<file path="config.mk">
export PLATFORM = sky130hd
export DESIGN_NAME = event_serializer_flat
export DESIGN_NICKNAME = d
export VERILOG_FILES = /design/src/rtl/event_serializer_if.sv /design/src/rtl/event_serializer.sv /design/src/flat_wrapper.sv
export SDC_FILE = /design/constraint.sdc
export NUM_CORES = 1
export LEC_CHECK = 0
export CAP_MARGIN = 20
export CORE_MARGIN = 2
export CORE_UTILIZATION = 38
export DETAILED_ROUTE_END_ITERATION = 10
export SYNTH_ARGS = -nofsm -noshare
export SYNTH_HDL_FRONTEND = slang
export SYNTH_SLANG_ARGS = --single-unit
</file>
<file path="constraint.sdc">
create_clock -name clk100 -period 23.1 [get_ports clk100]
set_input_delay 4.62 -clock clk100 [delete_from_list [all_inputs] [get_ports clk100]]
set_output_delay 4.62 -clock clk100 [all_outputs]
set_load 0.03 [all_outputs]
</file>
<file path="src/rtl/event_serializer_if.sv">
// Event FIFO read side and RPi output FIFO write side of event_serializer.
// master = serializer (pops events, pushes words); slave = the two FIFOs.
interface event_serializer_if #(
    parameter int unsigned EV_W  = 256,
    parameter int unsigned OUT_W = 16
);
    logic             ev_empty;
    logic             ev_rd_en;
    logic [EV_W-1:0]  ev_data;
    logic             out_full;
    logic             out_wr_en;
    logic [OUT_W-1:0] out_data;

    modport master (
        input  ev_empty, ev_data, out_full,
        output ev_rd_en, out_wr_en, out_data
    );

    modport slave (
        output ev_empty, ev_data, out_full,
        input  ev_rd_en, out_wr_en, out_data
    );
endinterface

</file>
<file path="src/rtl/event_serializer.sv">
// Pops 32-tube drift-time records and writes a header plus tagged per-tube words to the RPi FIFO.
// Optional macro ZERO_SUPPRESS_EN: tubes reading NO_HIT are skipped (cycle still spent, no write).
module event_serializer #(
    parameter int unsigned       NUM_TUBES = 32,
    parameter int unsigned       TIME_W    = 8,
    parameter logic [TIME_W-1:0] NO_HIT    = 8'hFF
) (
    input  logic               clk100,
    input  logic               rst_n,
    event_serializer_if.master bus,
    output logic               busy,
    output logic [7:0]         evt_seq
);

    localparam int unsigned   IDX_W    = $clog2(NUM_TUBES);
    localparam int unsigned   REC_W    = NUM_TUBES * TIME_W;
    localparam logic [IDX_W-1:0] LAST_IDX = IDX_W'(NUM_TUBES - 1);

    typedef enum logic [2:0] {StIdle, StFetch, StLoad, StHdr, StEmit} state_e;

    state_e             r_state, w_state_d;
    logic [IDX_W-1:0]   r_idx, w_idx_d;
    logic [7:0]         r_seq, w_seq_d;
    logic [REC_W-1:0]   r_shadow, w_shadow_d;
    logic [6:0]         r_hit_cnt, w_hit_cnt_d;
    logic [6:0]         w_hit_cnt;
    logic [TIME_W-1:0]  w_time;
    logic               w_emit_en;
    logic               w_pending;
    logic               w_rd_en;
    logic [15:0]        w_word;

    // Tube 0 lives in the MSBs of the record.
    assign w_time = r_shadow[(NUM_TUBES - 1 - 32'(r_idx)) * TIME_W +: TIME_W];

`ifdef ZERO_SUPPRESS_EN
    assign w_emit_en = (w_time != NO_HIT);
`else
    assign w_emit_en = 1'b1;
`endif

    always_comb begin
        w_hit_cnt = '0;
        for (int k = 0; k < NUM_TUBES; k++) begin
            if (bus.ev_data[k*TIME_W +: TIME_W] != NO_HIT) begin
                w_hit_cnt = w_hit_cnt + 7'd1;
            end
        end
    end

    always_comb begin
        w_state_d   = r_state;
        w_idx_d     = r_idx;
        w_seq_d     = r_seq;
        w_shadow_d  = r_shadow;
        w_hit_cnt_d = r_hit_cnt;
        w_rd_en     = 1'b0;
        w_pending   = 1'b0;
        w_word      = '0;
        unique case (r_state)
            StIdle: begin
                if (!bus.ev_empty) begin
                    w_state_d = StFetch;
                end
            end
            StFetch: begin
                w_rd_en   = 1'b1;
                w_state_d = StLoad;
            end
            StLoad: begin
                w_shadow_d  = bus.ev_data;
                w_hit_cnt_d = w_hit_cnt;
                w_state_d   = StHdr;
            end
            StHdr: begin
                w_pending = 1'b1;
                w_word    = {1'b1, r_hit_cnt, r_seq};
                if (!bus.out_full) begin
                    w_idx_d   = '0;
                    w_state_d = StEmit;
                end
            end
            StEmit: begin
                w_pending = w_emit_en;
                if (w_emit_en) begin
                    w_word = {1'b0, r_idx, 2'b00, w_time};
                end
                // Skipped tubes never wait on out_full.
                if (!w_emit_en || !bus.out_full) begin
                    w_idx_d = r_idx + 1'b1;
                    if (r_idx == LAST_IDX) begin
                        w_seq_d   = r_seq + 8'd1;
                        w_state_d = StIdle;
                    end
                end
            end
            default: w_state_d = StIdle;
        endcase
    end

    always_ff @(posedge clk100) begin
        if (!rst_n) begin
            r_state <= StIdle;
        end else begin
            r_state <= w_state_d;
        end
    end

    always_ff @(posedge clk100) begin
        if (!rst_n) begin
            r_idx     <= '0;
            r_seq     <= '0;
            r_shadow  <= '1;
            r_hit_cnt <= '0;
        end else begin
            r_idx     <= w_idx_d;
            r_seq     <= w_seq_d;
            r_shadow  <= w_shadow_d;
            r_hit_cnt <= w_hit_cnt_d;
        end
    end

    assign bus.ev_rd_en  = w_rd_en;
    assign bus.out_wr_en = w_pending && !bus.out_full;
    assign bus.out_data  = w_word;
    assign busy          = (r_state != StIdle);
    assign evt_seq       = r_seq;

endmodule

</file>
<file path="src/flat_wrapper.sv">
// flat-port wrapper written by rule: the top's interface ports become plain ports
module event_serializer_flat 
#(
    parameter int unsigned       NUM_TUBES = 32,
    parameter int unsigned       TIME_W    = 8,
    parameter logic [TIME_W-1:0] NO_HIT    = 8'hFF
)
  (clk100, rst_n, busy, evt_seq, bus_ev_empty, bus_ev_data, bus_out_full, bus_ev_rd_en, bus_out_wr_en, bus_out_data);
  event_serializer_if bus_i ();
  input  logic clk100;
  input  logic rst_n;
  output logic busy;
  output logic [7:0] evt_seq;
  input wire logic [$bits(bus_i.ev_empty)-1:0] bus_ev_empty;
  input wire logic [$bits(bus_i.ev_data)-1:0] bus_ev_data;
  input wire logic [$bits(bus_i.out_full)-1:0] bus_out_full;
  output wire logic [$bits(bus_i.ev_rd_en)-1:0] bus_ev_rd_en;
  output wire logic [$bits(bus_i.out_wr_en)-1:0] bus_out_wr_en;
  output wire logic [$bits(bus_i.out_data)-1:0] bus_out_data;
  assign bus_i.ev_empty = bus_ev_empty;
  assign bus_i.ev_data = bus_ev_data;
  assign bus_i.out_full = bus_out_full;
  assign bus_ev_rd_en = bus_i.ev_rd_en;
  assign bus_out_wr_en = bus_i.out_wr_en;
  assign bus_out_data = bus_i.out_data;
  event_serializer #(.NUM_TUBES(NUM_TUBES), .TIME_W(TIME_W), .NO_HIT(NO_HIT)) u_core (.clk100(clk100), .rst_n(rst_n), .bus(bus_i), .busy(busy), .evt_seq(evt_seq));
endmodule
</file>
==> parameters.txt, run 1 <==
Parameter                              Value

Job
  Max-Cap Viols ... 0

Finish
  Share of post-route cells with drive strength above 1 ... between 10 and 15%
  Sequential standard cell area ... about 0.0056 sq mm
  Final nets ... 2617
  Fill cells ... approximately 4200
  Area occupied by multi-input gates ... roughly 0.011 sq mm
  Final std cell area, no fill ... ~0.022 sq mm
  Area Overhead vs Synth ... 32.21%

STA
  Final critical path time including I/O delays and setup ... ~23 ns
  Hold Violations, Final ... 0
  Total Negative Setup Slacks ... 0 ns
  Actual slew at the worst max-slew pin ... 1.139 ns
  Post-route clock skew ... 0.01686 ns
  Final count of pins violating max slew ... 0
  Max-Slew Margin vs Limit ... 24.06%
  Share of the cycle needed by the critical path after routing ... 97.86%
  Final setup fails ... 0
  Highest clock frequency the design can meet ... 44.24 MHz

Global routing
  Pin count of the biggest net entering global routing ... about 110
  Via count of the first global-routing pass ... 16010
  Routing usage on met3 ... about 3.0%
  Initial antenna violation count ... 2
  Fraction of met2 tracks used by global routing ... 40.70%
  Overall global routing resource usage ... between 20% and 30%
  Global route hottest layer ... met2
  Global routing usage on met1 ... 33.69%
  Global-route wire length before repair ... 89820 microns
  Gr ovfl total ... 0

Floorplan
  Number of placed I/O pins ... 287
  Area of the core ... 0.04393 sq mm
  Width of the chip ... between 200 and 250 microns
  Number of rows created at floorplan ... 77
  Die height ... roughly 210 microns
  Initial Utilization ... 38.32%
  Die Area ... 0.04600 sq mm

Power
  Max rail drop VDD ... 0.2693 mV
  Static power due to leakage ... 8.977 nW
  Power density relative to cell area ... 142.2 mW/mm^2

Yosys
  Synthesized netlist cell count ... about 2000
  Simple-Gate Fraction of Synth Area ... 30.44%
  FF+latch count, synth ... 279
  Synth Area in Adders ... 2.527%
  Leading cell types by count after synthesis ... sky130_fd_sc_hd__nand2_1 (570), sky130_fd_sc_hd__dfxtp_1 (279), sky130_fd_sc_hd__nand3_1 (278)
  Synth unique cells ... between 80 and 90
  Main combinational cell family by area after synthesis ... simple AND/OR/NAND/NOR gates
  Multiplexer share of the synthesized area ... 12.95%
  EDFF count, synth ... 0
  Area fraction of the dominant cell type after synthesis ... 33.18%
  Synth Area per Inst ... 8.288 sq um
  Most used standard cell by instance count after synthesis ... sky130_fd_sc_hd__nand2_1
  Post-synthesis xor/xnor area fraction ... 10.07%
  Area of the mapped netlist ... 0.01683 sq mm
  Share of the synthesized area in compound gates (AO/OA/AOI/OAI) ... 7.700%
  Sequential cell area fraction in the yosys report ... about a third
  Syn Nets ... 2325
  Total number of yosys warnings ... 0
  Cells taking the most area after synthesis ... sky130_fd_sc_hd__dfxtp_1 (33%), sky130_fd_sc_hd__nand2_1 (13%), sky130_fd_sc_hd__mux4_2 (11%), sky130_fd_sc_hd__nand3_1 (8.3%), sky130_fd_sc_hd__xnor2_1 (4.0%)
  Fraction of registers with async set or reset after synthesis ... 0%
  Synth Flop Type ... sky130_fd_sc_hd__dfxtp_1
  Largest area contributor in the synthesized netlist ... sky130_fd_sc_hd__dfxtp_1

CTS
  Total clock buffers created by CTS ... 34
  Clock network latency to the later pin of the worst-skew pair ... around 0.55 ns
  Clock sink count ... between 200 and 300
  TritonCTS clock tree ... built
  Clock transition time at the flip-flop clock pins of the worst setup and hold paths ... 0.06 ns
  Number of buffers between clock root and the deepest sink ... 3
  Root Buffer Master ... sky130_fd_sc_hd__clkbuf_16
  Number of levels in the clock H-tree ... 2

Worst setup path
  Reg-to-Reg Start ... u_core.r_idx[0]$_SDFFE_PN0P_
  Highest cell delay on the worst timing path ... about 0.47 ns
  Type of the worst setup path ... in2reg
  Required time at the worst-slack endpoint ... approximately 24 ns
  Critical Path Most Common Cell ... sky130_fd_sc_hd__ha_1
  Crit path DAT ... 23.03 ns
  Maximum fanout count along the critical path ... 3
  Source of the critical timing path ... bus_ev_data[4]
  Sort of element at the end of the critical path ... register
  Critical-path top delay cell ... sky130_fd_sc_hd__clkdlybuf4s50_1
  Startpoint Class ... input port

Placed design
  Placer's final routability congestion estimate ... 0.9041
  DP Area ... ~0.02 sq mm
  Detailed placement HPWL ... 43020 microns
  I/O Buffers ... 286

Status
  Result of the run ... finished, final reports clean

Detailed routing
  Average wire per standard cell ... 19.65 microns
  Number of DRC violations after detailed-routing iteration 0 ... 1412
  Number of DRC violations after detailed routing ... 0
  Vias post-DR ... 16230
  Detail Route Antenna Nets ... 0
  Detailed-router iteration count before antenna repair ... 5
  Routed WL ... 57820 microns
  Ratio of routed vias to standard cells ... ~5.5

Worst hold path
  Worst hold path class ... reg2reg
  Hold Startpoint ... u_core.r_hit_cnt[0]$_SDFFE_PN0P_
## kinds of logic after synthesis
| group | Yosys count |
|---|---|
| simple gates | 1125 |
| flops | 279 |
| compound gates | 191 |
| xor+xnor | 148 |
| buf+inv | 139 |
| mux | 115 |
| fa+ha+maj | 34 |
## area by class of cell
type	count	area share (%)
inverters	18	0.3036
diodes	1	0.01124
repair buffers	377	16.03
clock buffers	49	4.486
multi-input cells	1613	50.09
clock inverters	13	0.6297
flip-flops and latches	279	25.12
well taps	592	3.328
## routing by layer
metal / routed length, microns / part of all wire [%] / up-vias
met4: 1215 / 2.1 / 0
met1: 26500 / 46 / 7948
met2: 27230 / 47 / 443
met5: 0 / 0 / -
met3: 2869 / 5.0 / 72
li1: - / - / 7766
## power by group
group	internal, W	total, W	switching (W)
sequential	0.000533	0.000561	0.0000279
combinational	0.00101	0.00206	0.00105
clock	0.000326	0.000544	0.000218
total	0.00187	0.00317	0.00130
## metrics by stage
| stage | worst slack [ns] | total power, W | hold slack, ns | util, % | std cells |
|---|---|---|---|---|---|
| 2_1_floorplan | 0.003974 | 0.002075 | 0.4276 | - | 2031 |
| 3_3_place_gp | -0.5482 | 0.002468 | 0.4371 | 46.67 | 2855 |
| 3_5_place_dp | -1.122 | 0.002510 | 0.4468 | 46.67 | 2855 |
| 4_1_cts | 0.02684 | 0.003101 | 0.4546 | 49.70 | 2933 |
| 5_1_grt | -0.1750 | 0.003392 | 0.4598 | 50.65 | 2941 |
| 6_report | 0.4954 | 0.003165 | 0.4606 | 50.66 | 2942 |
## critical path, delay by kind of cell
kind,cells,cell delay [ns]
AO/OA/AOI/OAI,36,4.85
buffers and inverters,4,0.68
adder cells (fa/ha/maj),30,8.13
AND/OR/NAND/NOR,23,2.50
XOR/XNOR,1,0.13
multiplexers,8,2.13
## path summary, 6_finish.rpt
kind	slack [ns]	depth (start not counted)	to
worst min-delay path	0.46	2	u_core.r_hit_cnt[0]$_SDFFE_PN0P_
worst max-delay path	0.50	102	u_core.r_hit_cnt[6]$_SDFFE_PN0P_
worst min register to register	0.46	2	u_core.r_hit_cnt[0]$_SDFFE_PN0P_
worst max register to register	20.08	8	u_core.evt_seq[5]$_SDFFE_PN0P_
## registers in the layout, indices dropped and copies added, names as in the netlist
signal            flops
u_core.r_idx          5
u_core.r_shadow     256
u_core.r_hit_cnt      7
u_core.r_state        3
u_core.evt_seq        8
## layout by cell type, fill, tap and decap left out, types with 18 or more instances in the layout
master                            synthesis  final
sky130_fd_sc_hd__nor2_1                  88     81
sky130_fd_sc_hd__buf_4                    1     91
sky130_fd_sc_hd__dfxtp_1                279    277
sky130_fd_sc_hd__clkbuf_16                0     35
sky130_fd_sc_hd__nand3_1                278    278
sky130_fd_sc_hd__ha_1                    34     22
sky130_fd_sc_hd__nand4_1                 69     69
sky130_fd_sc_hd__nor3_1                  19     18
sky130_fd_sc_hd__mux4_2                  80     80
sky130_fd_sc_hd__o21ai_0                 48     41
sky130_fd_sc_hd__xor2_1                  38     38
sky130_fd_sc_hd__xnor2_1                 77     76
sky130_fd_sc_hd__mux2i_1                 24     24
sky130_fd_sc_hd__nand2_1                570    565
sky130_fd_sc_hd__clkdlybuf4s50_1          0    275
sky130_fd_sc_hd__a21oi_1                 34     30
## what timing repair did
action,CTS,global route
resized for setup,20,66
hold buffers,0,0
pin swaps,15,38
setup buffers,16,8
endpoints found under the setup margin,3,6
cloned,0,0
No activity file was read; power rests on OpenSTA's default activity.
==> inputs of run 2 (changes only) <==
- ABC_CLOCK_PERIOD_IN_PS: not set -> 23100
==> results of run 2 <==
Same layout as run 1: the final DEF is identical, and so are final timing and power.
==> inputs of run 3 (changes only) <==
- CAP_MARGIN: 20 -> not set
- HOLD_SLACK_MARGIN: not set -> 0.15
==> results of run 3 <==
Same layout as run 1: the final DEF is identical, and so are final timing and power.
